[src/rtl/sprite_fetch_if.sv]
// Bundle of the command, RAM and pixel-stream signals around the sprite fetcher.
// master is the fetcher's view; slave is the view of whatever surrounds it.
interface sprite_fetch_if #(
  parameter int DATA_WIDTH = 8,
  parameter int ADDR_WIDTH = 16,
  parameter int DIM_WIDTH  = 8
);
  logic                  cmd_valid;
  logic                  cmd_ready;
  logic [ADDR_WIDTH-1:0] cmd_base;
  logic [DIM_WIDTH-1:0]  cmd_width;
  logic [DIM_WIDTH-1:0]  cmd_height;
  logic [ADDR_WIDTH-1:0] cmd_stride;

  logic                  sram_en;
  logic                  sram_we;
  logic [ADDR_WIDTH-1:0] sram_addr;
  logic [DATA_WIDTH-1:0] sram_data_i;
  logic [DATA_WIDTH-1:0] sram_data_o;

  logic                  pix_valid;
  logic                  pix_ready;
  logic [DATA_WIDTH-1:0] pix_data;
  logic                  pix_last;

  logic                  busy;
  logic                  done;

  modport master (
    input  cmd_valid, cmd_base, cmd_width, cmd_height, cmd_stride,
    output cmd_ready,
    output sram_en, sram_we, sram_addr, sram_data_i,
    input  sram_data_o,
    output pix_valid, pix_data, pix_last,
    input  pix_ready,
    output busy, done
  );

  modport slave (
    output cmd_valid, cmd_base, cmd_width, cmd_height, cmd_stride,
    input  cmd_ready,
    input  sram_en, sram_we, sram_addr, sram_data_i,
    output sram_data_o,
    input  pix_valid, pix_data, pix_last,
    output pix_ready,
    input  busy, done
  );
endinterface

[src/rtl/sprite_fetch.sv]
// Rectangle fetcher: walks a strided rectangle in a 1-cycle-latency block RAM
// and streams the pixels in raster order through a 2-entry skid FIFO.
//
// state | meaning
// IDLE  | waiting for a command, cmd_ready high
// FETCH | issuing reads while fewer than two words are owed downstream
// DRAIN | all reads issued, waiting for the last pixel to be taken
// DONE  | one-cycle completion pulse
module sprite_fetch #(
  parameter int DATA_WIDTH = 8,
  parameter int ADDR_WIDTH = 16,
  parameter int DIM_WIDTH  = 8
) (
  input logic            clk,
  input logic            reset,
  sprite_fetch_if.master bus
);

  typedef enum logic [1:0] {
    S_IDLE  = 2'd0,
    S_FETCH = 2'd1,
    S_DRAIN = 2'd2,
    S_DONE  = 2'd3
  } state_t;

  state_t                state_q, state_d;
  logic [DIM_WIDTH-1:0]  width_q, width_d;
  logic [DIM_WIDTH-1:0]  height_q, height_d;
  logic [DIM_WIDTH-1:0]  col_q, col_d;
  logic [DIM_WIDTH-1:0]  row_q, row_d;
  logic [ADDR_WIDTH-1:0] stride_q, stride_d;
  logic [ADDR_WIDTH-1:0] row_addr_q, row_addr_d;
  logic                  inflight_q, inflight_d;
  logic                  inflight_last_q, inflight_last_d;
  logic [DATA_WIDTH-1:0] fifo_data_q [2];
  logic [DATA_WIDTH-1:0] fifo_data_d [2];
  logic                  fifo_last_q [2];
  logic                  fifo_last_d [2];
  logic                  wr_ptr_q, wr_ptr_d;
  logic                  rd_ptr_q, rd_ptr_d;
  logic [1:0]            count_q, count_d;

  logic                  push;
  logic                  pop;
  logic                  issue;
  logic                  row_end;
  logic                  last_addr;
  logic [2:0]            owed;

  // Words owed = stored + in flight, minus the one leaving this cycle.
  assign push      = inflight_q;
  assign pop       = (count_q != 2'd0) && bus.pix_ready;
  assign owed      = 3'(count_q) + 3'(inflight_q) - 3'(pop);
  assign row_end   = (col_q == width_q - DIM_WIDTH'(1));
  assign last_addr = row_end && (row_q == height_q - DIM_WIDTH'(1));
  assign issue     = (state_q == S_FETCH) && (owed < 3'd2);

  always_comb begin
    state_d         = state_q;
    width_d         = width_q;
    height_d        = height_q;
    col_d           = col_q;
    row_d           = row_q;
    stride_d        = stride_q;
    row_addr_d      = row_addr_q;
    fifo_data_d     = fifo_data_q;
    fifo_last_d     = fifo_last_q;
    wr_ptr_d        = wr_ptr_q;
    rd_ptr_d        = rd_ptr_q;
    inflight_d      = issue;
    inflight_last_d = issue && last_addr;
    count_d         = count_q + 2'(push) - 2'(pop);

    case (state_q)
      S_IDLE: begin
        if (bus.cmd_valid) begin
          width_d    = bus.cmd_width;
          height_d   = bus.cmd_height;
          stride_d   = bus.cmd_stride;
          row_addr_d = bus.cmd_base;
          col_d      = '0;
          row_d      = '0;
          if ((bus.cmd_width == '0) || (bus.cmd_height == '0)) begin
            state_d = S_DONE;
          end else begin
            state_d = S_FETCH;
          end
        end
      end
      S_FETCH: begin
        if (issue) begin
          if (row_end) begin
            col_d      = '0;
            row_d      = row_q + DIM_WIDTH'(1);
            row_addr_d = row_addr_q + stride_q;
          end else begin
            col_d = col_q + DIM_WIDTH'(1);
          end
          if (last_addr) begin
            state_d = S_DRAIN;
          end
        end
      end
      S_DRAIN: begin
        // The tagged final word being taken means nothing else is owed.
        if (pop && fifo_last_q[rd_ptr_q]) begin
          state_d = S_DONE;
        end
      end
      S_DONE: begin
        state_d = S_IDLE;
      end
      default: begin
        state_d = S_IDLE;
      end
    endcase

    if (push) begin
      fifo_data_d[wr_ptr_q] = bus.sram_data_o;
      fifo_last_d[wr_ptr_q] = inflight_last_q;
      wr_ptr_d              = ~wr_ptr_q;
    end
    if (pop) begin
      rd_ptr_d = ~rd_ptr_q;
    end
  end

  always_ff @(posedge clk) begin
    if (reset) begin
      state_q         <= S_IDLE;
      width_q         <= '0;
      height_q        <= '0;
      col_q           <= '0;
      row_q           <= '0;
      stride_q        <= '0;
      row_addr_q      <= '0;
      inflight_q      <= 1'b0;
      inflight_last_q <= 1'b0;
      fifo_data_q     <= '{default: '0};
      fifo_last_q     <= '{default: 1'b0};
      wr_ptr_q        <= 1'b0;
      rd_ptr_q        <= 1'b0;
      count_q         <= 2'd0;
    end else begin
      state_q         <= state_d;
      width_q         <= width_d;
      height_q        <= height_d;
      col_q           <= col_d;
      row_q           <= row_d;
      stride_q        <= stride_d;
      row_addr_q      <= row_addr_d;
      inflight_q      <= inflight_d;
      inflight_last_q <= inflight_last_d;
      fifo_data_q     <= fifo_data_d;
      fifo_last_q     <= fifo_last_d;
      wr_ptr_q        <= wr_ptr_d;
      rd_ptr_q        <= rd_ptr_d;
      count_q         <= count_d;
    end
  end

  assign bus.cmd_ready   = (state_q == S_IDLE);
  assign bus.sram_en     = issue;
  assign bus.sram_we     = 1'b0;
  assign bus.sram_addr   = issue ? (row_addr_q + ADDR_WIDTH'(col_q)) : '0;
  assign bus.sram_data_i = '0;
  assign bus.pix_valid   = (count_q != 2'd0);
  assign bus.pix_data    = (count_q != 2'd0) ? fifo_data_q[rd_ptr_q] : '0;
  assign bus.pix_last    = (count_q != 2'd0) && fifo_last_q[rd_ptr_q];
  assign bus.busy        = (state_q != S_IDLE);
  assign bus.done        = (state_q == S_DONE);

  a_no_overflow: assert property (@(posedge clk) disable iff (reset)
    !(push && !pop && (count_q == 2'd2)));

endmodule
[src/flat_wrapper.sv]
// flat-port wrapper written by rule: the top's interface ports become plain ports
module sprite_fetch_flat 
#(
  parameter int DATA_WIDTH = 8,
  parameter int ADDR_WIDTH = 16,
  parameter int DIM_WIDTH  = 8
)
  (clk, reset, bus_cmd_valid, bus_cmd_base, bus_cmd_width, bus_cmd_height, bus_cmd_stride, bus_cmd_ready, bus_sram_en, bus_sram_we, bus_sram_addr, bus_sram_data_i, bus_sram_data_o, bus_pix_valid, bus_pix_data, bus_pix_last, bus_pix_ready, bus_busy, bus_done);
  sprite_fetch_if #(.DATA_WIDTH(DATA_WIDTH), .ADDR_WIDTH(ADDR_WIDTH), .DIM_WIDTH(DIM_WIDTH)) bus_i ();
  input logic clk;
  input logic reset;
  input wire logic [$bits(bus_i.cmd_valid)-1:0] bus_cmd_valid;
  input wire logic [$bits(bus_i.cmd_base)-1:0] bus_cmd_base;
  input wire logic [$bits(bus_i.cmd_width)-1:0] bus_cmd_width;
  input wire logic [$bits(bus_i.cmd_height)-1:0] bus_cmd_height;
  input wire logic [$bits(bus_i.cmd_stride)-1:0] bus_cmd_stride;
  output wire logic [$bits(bus_i.cmd_ready)-1:0] bus_cmd_ready;
  output wire logic [$bits(bus_i.sram_en)-1:0] bus_sram_en;
  output wire logic [$bits(bus_i.sram_we)-1:0] bus_sram_we;
  output wire logic [$bits(bus_i.sram_addr)-1:0] bus_sram_addr;
  output wire logic [$bits(bus_i.sram_data_i)-1:0] bus_sram_data_i;
  input wire logic [$bits(bus_i.sram_data_o)-1:0] bus_sram_data_o;
  output wire logic [$bits(bus_i.pix_valid)-1:0] bus_pix_valid;
  output wire logic [$bits(bus_i.pix_data)-1:0] bus_pix_data;
  output wire logic [$bits(bus_i.pix_last)-1:0] bus_pix_last;
  input wire logic [$bits(bus_i.pix_ready)-1:0] bus_pix_ready;
  output wire logic [$bits(bus_i.busy)-1:0] bus_busy;
  output wire logic [$bits(bus_i.done)-1:0] bus_done;
  assign bus_i.cmd_valid = bus_cmd_valid;
  assign bus_i.cmd_base = bus_cmd_base;
  assign bus_i.cmd_width = bus_cmd_width;
  assign bus_i.cmd_height = bus_cmd_height;
  assign bus_i.cmd_stride = bus_cmd_stride;
  assign bus_cmd_ready = bus_i.cmd_ready;
  assign bus_sram_en = bus_i.sram_en;
  assign bus_sram_we = bus_i.sram_we;
  assign bus_sram_addr = bus_i.sram_addr;
  assign bus_sram_data_i = bus_i.sram_data_i;
  assign bus_i.sram_data_o = bus_sram_data_o;
  assign bus_pix_valid = bus_i.pix_valid;
  assign bus_pix_data = bus_i.pix_data;
  assign bus_pix_last = bus_i.pix_last;
  assign bus_i.pix_ready = bus_pix_ready;
  assign bus_busy = bus_i.busy;
  assign bus_done = bus_i.done;
  sprite_fetch #(.DATA_WIDTH(DATA_WIDTH), .ADDR_WIDTH(ADDR_WIDTH), .DIM_WIDTH(DIM_WIDTH)) u_core (.clk(clk), .reset(reset), .bus(bus_i));
endmodule
[config.mk]
export PLATFORM = sky130hd
export DESIGN_NAME = sprite_fetch_flat
export DESIGN_NICKNAME = d
export VERILOG_FILES = /design/src/rtl/sprite_fetch_if.sv /design/src/rtl/sprite_fetch.sv /design/src/flat_wrapper.sv
export SDC_FILE = /design/constraint.sdc
export NUM_CORES = 1
export LEC_CHECK = 0
export ABC_AREA = 1
export ABC_CLOCK_PERIOD_IN_PS = 3350
export CAP_MARGIN = 10
export CORE_UTILIZATION = 58
export DETAILED_ROUTE_END_ITERATION = 7
export DONT_BUFFER_PORTS = 1
export MAX_ROUTING_LAYER = met4
export PLACE_DENSITY = 0.84
export SETUP_SLACK_MARGIN = 0.5
export SYNTH_ARGS = -nofsm -noshare
export SYNTH_HDL_FRONTEND = slang
export SYNTH_SLANG_ARGS = --single-unit
[constraint.sdc]
create_clock -name clk -period 3.35 [get_ports clk]
set_input_delay 0.67 -clock clk [delete_from_list [all_inputs] [get_ports clk]]
set_output_delay 0.67 -clock clk [all_outputs]
set_load 0.03 [all_outputs]
==> results_dict.tcl, run 1 <==
set metrics [dict create \
    status "finished, violations left" \
    failed_checks "setup timing" \
    ir_worst_vdd_mv 0.564 \
    postLayoutCoreUtil 0.711 \
    min_period_ns 3.39 \
    clk_pin_slew_ns 0.10 \
    firstDrtPassIters 7 \
    die_w_um 102 \
    cts_root_buffer "clkbuf_8" \
    fin_skew_ns 0.0105 \
    routed_via_density 5.49 \
    p_sw_frac 0.486 \
    critPathBufInv 6 \
    path_cells "nor2_4 -> inv_4 -> nand2_8 -> inv_4 -> ha_4 -> inv_2 -> ha_4 -> fa_1 -> inv_2 -> nand2_2 -> nor2_4 -> nand2_4 -> buf_8 -> nor2_2 -> buf_6" \
    hold_viol_final 0 \
    synth.area.top_cells "dfxtp_1 (31%), nand2_1 (14%), nor2_1 (9.8%)" \
    fmax_mhz 295 \
    hold_ws_ns 0.346 \
    cts_tree "done" \
    seqPwrFrac 0.271 \
    io_pins 99 \
    grtUsageTotal 0.308 \
    netlist_area_mm2 0.00574 \
    layout_commonest_cell "nand2_1" \
    worstMarginPinSlew_ns 0.958 \
    portBuffers 0 \
    p_clk_frac 0.125 \
    routed_wl_um 15000 \
    cp.arrival_ns 2.72 \
    synth-seq-area-share 0.314 \
    netlist_instances 894 \
    synth_cell_types 40 \
    cts_made_buffers 9 \
    end_kind "output pin" \
    p_leak_nw 2.98 \
    final_cell_mix "nand2_1 (215), nor2_1 (135), dfxtp_1 (88), o21ai_0 (72), inv_1 (70)" \
    nets 1015 \
    rows 35 \
    dp_hpwl_um 10500 \
    p_total_mw 5.92 \
    path_delay_family "adder cells" \
    die_y_um 102 \
    die_area_mm2 0.0103 \
    ys_seq_elements 90 \
    grt_pass1_wl_um 24200 \
    clk_latency_ns 0.38 \
    start_kind "flop" \
    cts_buffer_depth 2 \
    drive_gt1_frac 0.127 \
    cp_slowest_cell "fa_1" \
    n_fill_cell 810 \
    clock_sinks 90 \
    critPathKind "flop to output pin" \
    rsz0062_at_grt "yes" \
    grt_pass1_vias 5253 \
    ant_nets 0 \
    design.core.area_mm2 0.00942 \
    maxCapViolations 0 \
    globalplace.congestion 0.969 \
    first_iter_violations 279 \
    cp_max_fo 7 \
    htreeDepth 3 \
    antenna_found_initial 1 \
    synth_top_area_frac 0.314 \
    num_vias 5788 \
    fin_crit_sh 1.01 \
    syn_avg_cell_area_um2 6.43 \
    comb_power_share 0.605 \
    slew_viol_final 0 \
    report.final.setup_viol 10 \
    grt_max_degree 34 \
    syn_to_final_growth_pct 16.5 \
    hold_path_class "primary input to flop" \
    grt_overflow 0 \
    wire_per_inst_um 14.2 \
    synth_top_area_cell "dfxtp_1" \
    ys_warn_count 0 \
    cpPeakStageDelay_ns 0.44 \
    start_util 0.610 \
    setup_ws_ns -0.0443 \
    power_switching_mw 2.88 \
    required_ns 2.68 \
    drcViolationCount 0 \
    p_int_mw 3.04 \
    power_density_mw_per_mm2 885 \
    maxSlewHeadroom 0.361 \
    ctsHoldBuffers 0 \
]
==> metal layers <==
| metal | up-vias | track usage | routed length [um] |
|---|---|---|---|
| met2 | 220 | 0.488 | 6950 |
| met1 | 2607 | 0.390 | 6460 |
| met4 | 0 | 0.103 | 345 |
| met3 | 35 | 0.0628 | 1250 |
| li1 | 2926 | - | - |
| met5 | - | - | 0 |
==> repair_timing <==
action | 4_1_cts | 5_1_grt
pin swaps | 11 | 7
buffers inserted | 15 | 3
setup endpoints to repair | 49 | 49
resized for setup | 35 | 13
gates cloned | 5 | 0
==> cells in the mapped netlist <==
cell type    n
nand2_1    221
nor2_1     150
dfxtp_1     90
o21ai_0     77
inv_1       75
a21oi_1     62
nand3_1     58
ha_1        33
clkbuf_1    22
xor2_1      16
nor3_1      11
xnor2_1     11
buf_4        9
nand4_1      6
clkinv_1     4
inv_2        4
nor3b_1      4
nor4_1       4
or2_2        4
a21o_1       3
a31oi_1      3
buf_2        3
fa_1         3
o21a_1       3
nand3b_1     2
nor2_2       2
buf_1        1
buf_6        1
clkinv_2     1
conb_1       1
mux2i_1      1
nand2_2      1
nand2_4      1
nor2_4       1
nor3b_2      1
o211a_1      1
o211ai_1     1
o21ai_1      1
o21ai_2      1
o31ai_1      1
==> state kept, by name, summed over array words and instances, names as in the netlist <==
name,flops
u_core.wr_ptr_q,1
u_core.row_addr_q,16
u_core.row_q,8
u_core.count_q,2
u_core.fifo_data_q,16
u_core.inflight_q,1
u_core.inflight_last_q,1
u_core.fifo_last_q,2
u_core.rd_ptr_q,1
u_core.col_q,8
u_core.stride_q,16
u_core.width_q,8
u_core.state_q,2
u_core.height_q,8
==> area by class of cell <==
| cell class | instances | area [um2] | area share |
|---|---|---|---|
| Antenna cell | 1 | 2.50 | 0.000374 |
| Inverter | 84 | 340 | 0.0509 |
| Multi-Input combinational cell | 694 | 3760 | 0.562 |
| Sequential cell | 90 | 1810 | 0.270 |
| Clock inverter | 7 | 70.1 | 0.0105 |
| Clock buffer | 9 | 124 | 0.0185 |
| Timing Repair Buffer | 39 | 417 | 0.0623 |
| Timing Repair inverter | 1 | 3.75 | 0.000561 |
| Tap cell | 129 | 161 | 0.0241 |
==> metrics by stage <==
step,cells,cell area [um2],setup WS (ns),TNS (ns)
after floorplan,902,5960,0.125,0
after global placement,1014,6070,0.0760,0
after detailed placement,1014,6070,0.0278,0
after CTS,1050,6610,-0.00779,-0.0254
after global routing,1054,6690,-0.161,-2.31
final,1054,6690,-0.0443,-0.265
==> cells by family (layout without fill, tap and decap cells) <==
logic type	count (synthesis)	in the layout	synth area share
AO/OA/AOI/OAI	153	153	0.139
flip-flops	90	90	0.314
other	1	10	0.000653
buffers and inverters	120	140	0.0865
multiplexers	1	1	0.00174
XOR/XNOR	27	27	0.0412
AND/OR/NAND/NOR	466	468	0.335
adder cells (fa/ha/maj)	36	36	0.0823
==> worst paths after layout <==
path | start | endpoint | slack [ns] | cells after the start
setup / recovery | u_core.count_q[0]$_SDFF_PP0_ | bus_sram_addr[12] | -0.04 | 15
hold reg to reg | u_core.fifo_data_q[7]$_SDFFE_PP0P_ | u_core.fifo_data_q[7]$_SDFFE_PP0P_ | 0.49 | 2
hold / removal | reset | u_core.count_q[1]$_SDFF_PP0_ | 0.35 | 1
setup reg to reg | u_core.count_q[0]$_SDFF_PP0_ | u_core.col_q[3]$_SDFFE_PP0P_ | 0.12 | 21
==> power by group through the flow <==
| stage | Combinational [mW] | Clock (mW) | Sequential, mW |
|---|---|---|---|
| finish | 3.58 | 0.738 | 1.60 |
| global route | 3.96 | 0.783 | 1.64 |
| detailed placement | 2.71 | 0 | 1.62 |
| CTS | 3.42 | 0.748 | 1.59 |
| global placement | 2.66 | 0 | 1.61 |
| floorplan | 2.22 | 0 | 1.53 |
==> worst register-to-register path: cells and delay by family, from the launching register on <==
family / cells / cell delay (ns)
buf+inv: 8 / 0.92
simple gates: 9 / 0.91
fa+ha+maj: 3 / 0.83
flops: 1 / 0.36
compound gates: 1 / 0.10
(Power assumes the default switching activity.)
==> run 2: changes to the inputs <==
==> constraint.sdc (replaced) <==
create_clock -name clk -period 3.35 [get_ports clk]
set_input_delay 0.67 -clock clk [delete_from_list [all_inputs] [get_ports clk]]
set_output_delay 0.67 -clock clk [all_outputs]
set_load 0.1 [all_outputs]
==> run 2 against run 1 <==
Against the previous run:
- the run still ends with setup timing left
- sequential power about the same
- largest power group unchanged
- worst hold slack improved by 0.021 ns
- via count is 3.0% higher
- core utilization increased by 2.9 points
- total power is 5.3% higher
==> results_dict.tcl, run 2 (synthesis results as in run 1) <==
set metrics [dict create \
    antenna_found_initial 0 \
    routed_wl_um 15200 \
    nets 1027 \
    r2r_end "u_core.col_q[7]$_SDFFE_PP0P_" \
    critPathBufInv 7 \
    die_area_mm2 0.0103 \
    portBuffers 0 \
    dp_hpwl_um 10900 \
    start_util 0.610 \
    cp.arrival_ns 2.90 \
    n_fill_cell 763 \
    rsz0062_at_grt "yes" \
    wire_per_inst_um 14.3 \
    firstDrtPassIters 5 \
    placed_cell_area_mm2 0.00650 \
    slew_viol_final 0 \
    io_pins 99 \
    p_total_mw 6.24 \
    cts_buffer_depth 2 \
    start_kind "flop" \
    clk_pin_slew_ns 0.08 \
    reg2reg_depth 21 \
    rrSetupSlack_ns 0.23 \
    fin_skew_ns 0.0119 \
    grtUsageTotal 0.316 \
    ir_worst_vdd_mv 0.674 \
    end_kind "output pin" \
    rows 35 \
    dp_cells 1035 \
    die_w_um 102 \
    fin_crit_sh 1.07 \
    fmax_mhz 280 \
    layout_commonest_cell "nand2_1" \
    grt_max_degree 67 \
    power_density_mw_per_mm2 895 \
    drive_gt1_frac 0.159 \
    globalplace.congestion 0.958 \
    min_to "u_core.count_q[0]$_SDFF_PP0_" \
    grt_overflow 0 \
    routed_via_density 5.60 \
    min_period_ns 3.57 \
    min_from "reset" \
    clock_sinks 90 \
    path_delay_family "adder cells" \
    regArea_mm2 0.00181 \
    failed_checks "setup timing" \
    cts_tree "done" \
    drcViolationCount 0 \
    htreeDepth 3 \
    clk_latency_ns 0.37 \
    post-route-cell-area_mm2 0.00697 \
    syn_to_final_growth_pct 21.3 \
    grt_pass1_wl_um 25100 \
    worstMarginPinSlew_ns 1.01 \
    maxSlewHeadroom 0.329 \
    setup_ws_ns -0.218 \
    required_ns 2.68 \
    num_vias 5961 \
    design.core.area_mm2 0.00942 \
    largestRegisters "u_core.fifo_data_q x16, u_core.row_addr_q x16, u_core.stride_q x16" \
    cpPeakStageDelay_ns 0.41 \
    final_cell_mix "nand2_1 (213), nor2_1 (132), dfxtp_1 (88), o21ai_0 (70), inv_1 (69)" \
    cp_max_fo 5 \
    maxCapViolations 0 \
    hold_path_class "primary input to flop" \
    cp_slowest_cell "fa_2" \
    grt_pass1_vias 5547 \
    path_cells "nor2_4 -> clkinvlp_4 -> nand2_2 -> inv_2 -> ha_4 -> inv_2 -> ha_4 -> fa_2 -> inv_2 -> nand2_2 -> nor2_4 -> nand2_4 -> inv_6 -> buf_6 -> nand2_4 -> nor2_4 -> buf_12" \
    p_leak_nw 3.05 \
    diodes 0 \
    report.final.setup_viol 17 \
    ant_nets 0 \
    status "finished, violations left" \
    first_iter_violations 313 \
    final_cells 1064 \
    hold_viol_final 0 \
    cts_made_buffers 9 \
    multi_input_area_mm2 0.00384 \
    r2r_start "u_core.count_q[0]$_SDFF_PP0_" \
    critPathKind "flop to output pin" \
    holdPathStages 1 \
    die_y_um 102 \
    pre_cts_slack_ns -0.115 \
    cts_root_buffer "clkbuf_8" \
    hold_ws_ns 0.367 \
]
## run 2: changes by cell type in the layout (fill, tap and decap cells not counted), moves of 3 or more
cell | before | now
buf_6 | 7 | 4
nand3_2 | 1 | 9
o21ai_1 | 1 | 7
nor2_2 | 6 | 9
a21oi_1 | 58 | 50
a21oi_2 | 3 | 10
nor2_1 | 135 | 132
buf_12 | 3 | 18
nand3_1 | 57 | 49
buf_4 | 25 | 29
o21ai_2 | 5 | 2
## run 2: timing repair
item,4_1_cts,5_1_grt
pin swaps,10,9
setup buffers,7,4
cloned,3,0
endpoints found under the setup margin,49,49
hold buffers,0,0
resized for setup,26,15
hold endpoints to repair,0,0
## run 2: metrics by stage
step | util | TNS (ns)
after CTS | 0.731 | -3.22
final | 0.740 | -2.85
after global placement | 0.691 | -0.0891
after global routing | 0.740 | -4.32
after detailed placement | 0.691 | -0.525
after floorplan | - | -13.52
## run 2: cell type report
| cell class | count | area share |
|---|---|---|
| Timing Repair Buffer | 51 | 0.0894 |
| Inverter | 84 | 0.0487 |
| Multi-Input combinational cell | 694 | 0.551 |
| Clock buffer | 9 | 0.0178 |
| Clock inverter | 6 | 0.00934 |
| Tap cell | 129 | 0.0232 |
| Timing Repair inverter | 1 | 0.000539 |
| Sequential cell | 90 | 0.260 |
## run 2: where the power goes
| part | internal [mW] | switching (mW) |
|---|---|---|
| Clock | 0.344 | 0.402 |
| Combinational | 1.32 | 2.57 |
| Sequential | 1.34 | 0.270 |
| Total | 3.00 | 3.24 |
## run 2: per-layer routing
| metal | wire length, um | vias up | track usage |
|---|---|---|---|
| met2 | 7280 | 233 | 0.525 |
| met3 | 1110 | 40 | 0.0497 |
| met5 | 0 | - | - |
| met1 | 6400 | 2736 | 0.383 |
| met4 | 382 | 0 | 0.126 |
| li1 | - | 2952 | - |
## run 2: worst max path at each step
| stage | to | cells past startpoint | startpoint |
|---|---|---|---|
| final | bus_sram_addr[4] | 17 | u_core.count_q[0]$_SDFF_PP0_ |
| after global routing | bus_sram_addr[4] | 17 | u_core.count_q[0]$_SDFF_PP0_ |
| after CTS | bus_sram_addr[10] | 17 | u_core.count_q[1]$_SDFF_PP0_ |
| after detailed placement | bus_sram_addr[10] | 15 | bus_pix_ready |
| after global placement | bus_sram_addr[7] | 14 | bus_pix_ready |
| after floorplan | bus_sram_addr[9] | 16 | u_core.count_q[0]$_SDFF_PP0_ |
